## src/rtl/adder_pipe_n_if.sv

```systemverilog
// Operand/result handshake bundle for the pipelined adder/subtractor.
// The slave side is the adder; the master side sources operands and sinks results.
interface adder_pipe_n_if #(
    parameter int unsigned WIDTH = 16
);
    logic             in_valid;
    logic             in_ready;
    logic [WIDTH-1:0] a;
    logic [WIDTH-1:0] b;
    logic             cin;
    logic             sub;
    logic             out_valid;
    logic             out_ready;
    logic [WIDTH-1:0] sum;
    logic             cout;
    logic             ovf;

    modport master (
        output in_valid, a, b, cin, sub, out_ready,
        input  in_ready, out_valid, sum, cout, ovf
    );

    modport slave (
        input  in_valid, a, b, cin, sub, out_ready,
        output in_ready, out_valid, sum, cout, ovf
    );
endinterface

```

## src/rtl/adder_pipe_n.sv

```systemverilog
// Pipelined two's-complement adder/subtractor: an operand capture register followed by
// STAGES carry-chain slices, with a global stall driven by output backpressure.
module adder_pipe_n #(
    parameter int unsigned WIDTH  = 16,
    parameter int unsigned STAGES = 4
) (
    input  logic          clk,
    input  logic          reset,
    adder_pipe_n_if.slave bus
);
    localparam int unsigned SLICE = WIDTH / STAGES;
    localparam int unsigned LAST  = STAGES - 1;

    // In-flight token: effective operands (B already inverted for subtract),
    // partial result with the lower slices resolved, and the carry into the next slice.
    typedef struct packed {
        logic             vld;
        logic             c;
        logic [WIDTH-1:0] a;
        logic [WIDTH-1:0] b;
        logic [WIDTH-1:0] s;
    } tok_t;

    typedef struct packed {
        logic             vld;
        logic             c;
        logic             ovf;
        logic [WIDTH-1:0] s;
    } res_t;

    tok_t           tok_q [STAGES];
    tok_t           tok_d [STAGES];
    res_t           res_q;
    res_t           res_d;
    logic [SLICE:0] last_slice;
    logic           stall;

    // Resolve slice k of the carry chain; everything else rides along untouched.
    function automatic tok_t add_slice(input tok_t t, input int unsigned k);
        tok_t           r;
        logic [SLICE:0] ss;
        r  = t;
        ss = {1'b0, t.a[k*SLICE +: SLICE]} + {1'b0, t.b[k*SLICE +: SLICE]}
           + {{SLICE{1'b0}}, t.c};
        r.s[k*SLICE +: SLICE] = ss[SLICE-1:0];
        r.c = ss[SLICE];
        return r;
    endfunction

    assign stall        = res_q.vld && !bus.out_ready;
    assign bus.in_ready = !stall;

    always_comb begin
        tok_d      = '{default: '0};
        res_d      = '0;
        last_slice = '0;

        tok_d[0].vld = bus.in_valid;
        tok_d[0].a   = bus.a;
        tok_d[0].b   = bus.sub ? ~bus.b : bus.b;
        tok_d[0].c   = bus.sub ? 1'b1   : bus.cin;

        for (int unsigned k = 0; k + 1 < STAGES; k++) begin
            tok_d[k+1] = add_slice(tok_q[k], k);
        end

        // Final slice also produces the flags.
        last_slice = {1'b0, tok_q[LAST].a[LAST*SLICE +: SLICE]}
                   + {1'b0, tok_q[LAST].b[LAST*SLICE +: SLICE]}
                   + {{SLICE{1'b0}}, tok_q[LAST].c};
        res_d.vld  = tok_q[LAST].vld;
        res_d.s    = tok_q[LAST].s;
        res_d.s[LAST*SLICE +: SLICE] = last_slice[SLICE-1:0];
        res_d.c    = last_slice[SLICE];
        res_d.ovf  = (tok_q[LAST].a[WIDTH-1] == tok_q[LAST].b[WIDTH-1])
                  && (res_d.s[WIDTH-1] != tok_q[LAST].a[WIDTH-1]);
    end

    // Valid bits always advance; payloads load only behind a valid token so bubbles
    // leave the previous result on sum/cout/ovf.
    always_ff @(posedge clk or posedge reset) begin
        if (reset) begin
            for (int unsigned k = 0; k < STAGES; k++) begin
                tok_q[k] <= '0;
            end
            res_q <= '0;
        end else if (!stall) begin
            for (int unsigned k = 0; k < STAGES; k++) begin
                tok_q[k].vld <= tok_d[k].vld;
                if (tok_d[k].vld) begin
                    tok_q[k] <= tok_d[k];
                end
            end
            res_q.vld <= res_d.vld;
            if (res_d.vld) begin
                res_q <= res_d;
            end
        end
    end

    assign bus.out_valid = res_q.vld;
    assign bus.sum       = res_q.s;
    assign bus.cout      = res_q.c;
    assign bus.ovf       = res_q.ovf;
endmodule

```

## src/flat_wrapper.sv

```systemverilog
// flat-port wrapper written by rule: the top's interface ports become plain ports
module adder_pipe_n_flat 
#(
    parameter int unsigned WIDTH  = 16,
    parameter int unsigned STAGES = 4
)
  (clk, reset, bus_in_valid, bus_a, bus_b, bus_cin, bus_sub, bus_out_ready, bus_in_ready, bus_out_valid, bus_sum, bus_cout, bus_ovf);
  adder_pipe_n_if #(.WIDTH(WIDTH)) bus_i ();
  input  logic clk;
  input  logic reset;
  input wire logic [$bits(bus_i.in_valid)-1:0] bus_in_valid;
  input wire logic [$bits(bus_i.a)-1:0] bus_a;
  input wire logic [$bits(bus_i.b)-1:0] bus_b;
  input wire logic [$bits(bus_i.cin)-1:0] bus_cin;
  input wire logic [$bits(bus_i.sub)-1:0] bus_sub;
  input wire logic [$bits(bus_i.out_ready)-1:0] bus_out_ready;
  output wire logic [$bits(bus_i.in_ready)-1:0] bus_in_ready;
  output wire logic [$bits(bus_i.out_valid)-1:0] bus_out_valid;
  output wire logic [$bits(bus_i.sum)-1:0] bus_sum;
  output wire logic [$bits(bus_i.cout)-1:0] bus_cout;
  output wire logic [$bits(bus_i.ovf)-1:0] bus_ovf;
  assign bus_i.in_valid = bus_in_valid;
  assign bus_i.a = bus_a;
  assign bus_i.b = bus_b;
  assign bus_i.cin = bus_cin;
  assign bus_i.sub = bus_sub;
  assign bus_i.out_ready = bus_out_ready;
  assign bus_in_ready = bus_i.in_ready;
  assign bus_out_valid = bus_i.out_valid;
  assign bus_sum = bus_i.sum;
  assign bus_cout = bus_i.cout;
  assign bus_ovf = bus_i.ovf;
  adder_pipe_n #(.WIDTH(WIDTH), .STAGES(STAGES)) u_core (.clk(clk), .reset(reset), .bus(bus_i));
endmodule
```

## config.mk

```make
export PLATFORM = sky130hd
export DESIGN_NAME = adder_pipe_n_flat
export DESIGN_NICKNAME = d
export VERILOG_FILES = /design/src/rtl/adder_pipe_n_if.sv /design/src/rtl/adder_pipe_n.sv /design/src/flat_wrapper.sv
export SDC_FILE = /design/constraint.sdc
export NUM_CORES = 1
export LEC_CHECK = 0
export BUFFER_PORTS_ARGS = -buffer_cell sky130_fd_sc_hd__buf_2
export CAP_MARGIN = 30
export CORE_MARGIN = 2
export CORE_UTILIZATION = 58
export CTS_CLUSTER_DIAMETER = 50
export DETAILED_ROUTE_END_ITERATION = 6
export PLACE_DENSITY = 0.78
export SYNTH_ARGS = -nofsm -noshare
export SYNTH_HDL_FRONTEND = slang
export SYNTH_SLANG_ARGS = --single-unit
```

## constraint.sdc

```tcl
create_clock -name clk -period 4.9 [get_ports clk]
set_input_delay 0.98 -clock clk [delete_from_list [all_inputs] [get_ports clk]]
set_output_delay 0.98 -clock clk [all_outputs]
set_load 0.03 [all_outputs]
```

==> metrics <==
dpl cell area about 0.0060 sq mm; CTS Hold Buffers Added 0; Synth Area in Adders approximately 5.5%; Max VDD drop about 0.29 mV; GPL Wtd Cong 0.7854; Final ANT Viol Nets 0; initial antenna violation count 0; Final Cycle Share roughly three fifths; Power Density ~720 mW/mm^2; worst skew pair latency between 0.5 and 0.6 ns; clock transition at the registers of the reported paths about 0.06 ns; CP endpoint kind output port; Post-synth ARST share 100.0%; Vias roughly 3400; crit path kind in -> out; via/cell ratio ~5.4; vias in the first global route approximately 3500; Req. time, crit path slightly below 4 ns; TritonCTS clock tree done; wire length of the first global-routing pass ~17000 um; Initial Utilization roughly 59%; FP Rows 36; post-synthesis xor/xnor area fraction 3.097%; root buf cell clkbuf_8; number of port buffers 57; DRT iter0 DRCs 66; Register Area approximately 0.0033 sq mm; largest family of logic cells by synthesized area multiplexers; WP data arrival just over 2 ns; most frequent cells in the layout dfrtp_1, mux2_2, buf_2; post-synthesis compound-gate area fraction a little under 9%; Die Height about 100 um; Core Area 0.009639 sq mm; WL final ~10000 um; Tmin final between 3 and 4 ns; leak pwr roughly 3 nW; DRC viols 0; post-synth top area cell dfrtp_1; final clock skew roughly 0.0051 ns; Final Instance Area about 0.0066 sq mm; syn_area_per_cell approximately 13 sq um; RSZ-0062 raised after global routing false; Post-CTS Setup Inserts 0; clk sink count ~130; layout cells sized above 1 37.20%; I/O pin total 58; largest net degree at the start of global routing 49; mux cell area share after synthesis about 18%; cell area after synthesis ~0.0057 sq mm; Max H-tree Level 4; Mapped Cells 420; drt wl/cell around 16 um; top cells by area, synth dfrtp_1, mux2_2, a21oi_1; HPWL after DPL 6964 um; # resized after CTS 0; Synth Register Bits between 100 and 150; fin cells between 600 and 700; setup TNS 0 ns; Worst Path Max Fanout 36; CTS buffer count 17; fillcell total 713; nets approximately 540; post-synthesis cell type count 34; Setup violations, final 0; residual overflow from global routing 0; GRT Util Overall roughly a fifth; status complete, no violations; Die ar. approximately 0.011 sq mm; Max-Cap Viols 0; startpoint types primary input; Worst-Margin Slew 0.8593 ns; die width 102.8 um; Simple-Gate Fraction of Synth Area 3.406%; Synth warnings 0; Synth Net Count between 400 and 500; post-route core utilization 68.48%; number of diodes 0; maximum clock frequency 0.3297 GHz; worst hold path type in -> async; Multi-input gate area ~0.0022 sq mm; Post-synth EDFFs 0; sequential element share of the synthesized area between 50% and 60%; TritonRoute pass-1 iters 4; Fin Hold WS 0.4977 ns; slew margin rel. 42.50%; most common cell after layout, fill and taps aside dfrtp_1; Most used DFF post-synth dfrtp_1; fin. max-slew vios 0; Synth top area share just under 60%; clock tree buffer depth 2; placed cell count slightly below 600; P&R area growth vs syn 16.70%; final hold viol count 0
-- sequential cells by signal, summed over array words and instances (netlist names) --
register and flops:
u_core.bus.ovf 1, u_core.bus.out_valid 1, u_core.res_d 13, u_core.tok_d 87
u_core.bus.sum 16, u_core.tok_q 12, u_core.bus.cout 1
-- final cells by class --
type | instances | area share, %
clock buffers | 21 | 6.956
clock inverters | 11 | 1.914
inverters | 23 | 1.384
multi-input cells | 247 | 33.02
flip-flops and latches | 131 | 49.66
well taps | 133 | 2.521
repair buffers | 59 | 4.549
-- critical path, stage by stage --
cell,delay [ns]
buf_2,0.11
nor2b_4,0.42
inv_4,0.27
buf_2,0.26
-- cells by family (layout without fill, tap and decap cells) --
kind of cell / after synthesis / in the layout
DFF: 131 / 131
AOI/OAI and AO/OA: 90 / 90
muxes: 86 / 86
buffers and inverters: 42 / 114
and+or+nand+nor: 31 / 31
adders and majority gates: 20 / 20
xor gates and xnor gates: 20 / 20
-- metal layers --
layer  share of wire [%]  global-route usage [%]  vias up
li1                    -                       -     1597
met1                  46                   29.73     1688
met2                  48                   33.63       96
met4                 1.2                   7.490        0
met5                   0                       0        -
met3                 4.8                   4.881       10
-- path summary, 6_finish.rpt --
kind                                                        to  cells after the start  slack [ns]                             start
worst max register to register    u_core.tok_d[78]$_DFFE_PP0P_                      4        2.72  u_core.bus.out_valid$_DFFE_PP0N_
worst min register to register   u_core.bus.sum[5]$_DFFE_PP0P_                      1        0.50     u_core.bus.sum[5]$_DFFE_PP0P_
worst min-delay path            u_core.bus.sum[13]$_DFFE_PP0P_                      2        0.50                             reset
worst max-delay path                              bus_in_ready                      4        1.87                     bus_out_ready
max in group asynchronous       u_core.bus.sum[15]$_DFFE_PP0P_                      3        3.41                             reset
min in group clk                 u_core.bus.sum[5]$_DFFE_PP0P_                      1        0.50     u_core.bus.sum[5]$_DFFE_PP0P_
-- Yosys cell counts (all sizes together) (3+ instances only) --
library cell,number
clkbuf,5
a21boi,5
inv,23
dfrtp,131
a21oi,37
nor2b,4
nor3,3
mux2,86
fa,8
xor2,5
xnor2,15
ha,12
o21ai,37
nand3,7
buf,14
nand2,5
nand3b,3
-- where the power goes --
group          total (mW)  internal (mW)  switching [mW]
logic                1.69          0.809           0.881
registers            1.85           1.57           0.281
clock network        1.22          0.765           0.451
-- stage by stage --
step,power [mW],setup slack [ns]
floorplan,3.114,0.4223
global placement,3.431,1.882
detailed placement,3.557,1.893
CTS,4.803,1.880
global route,5.088,1.806
finish,4.760,1.867
Note: power is estimated with default switching activity, not from simulation.
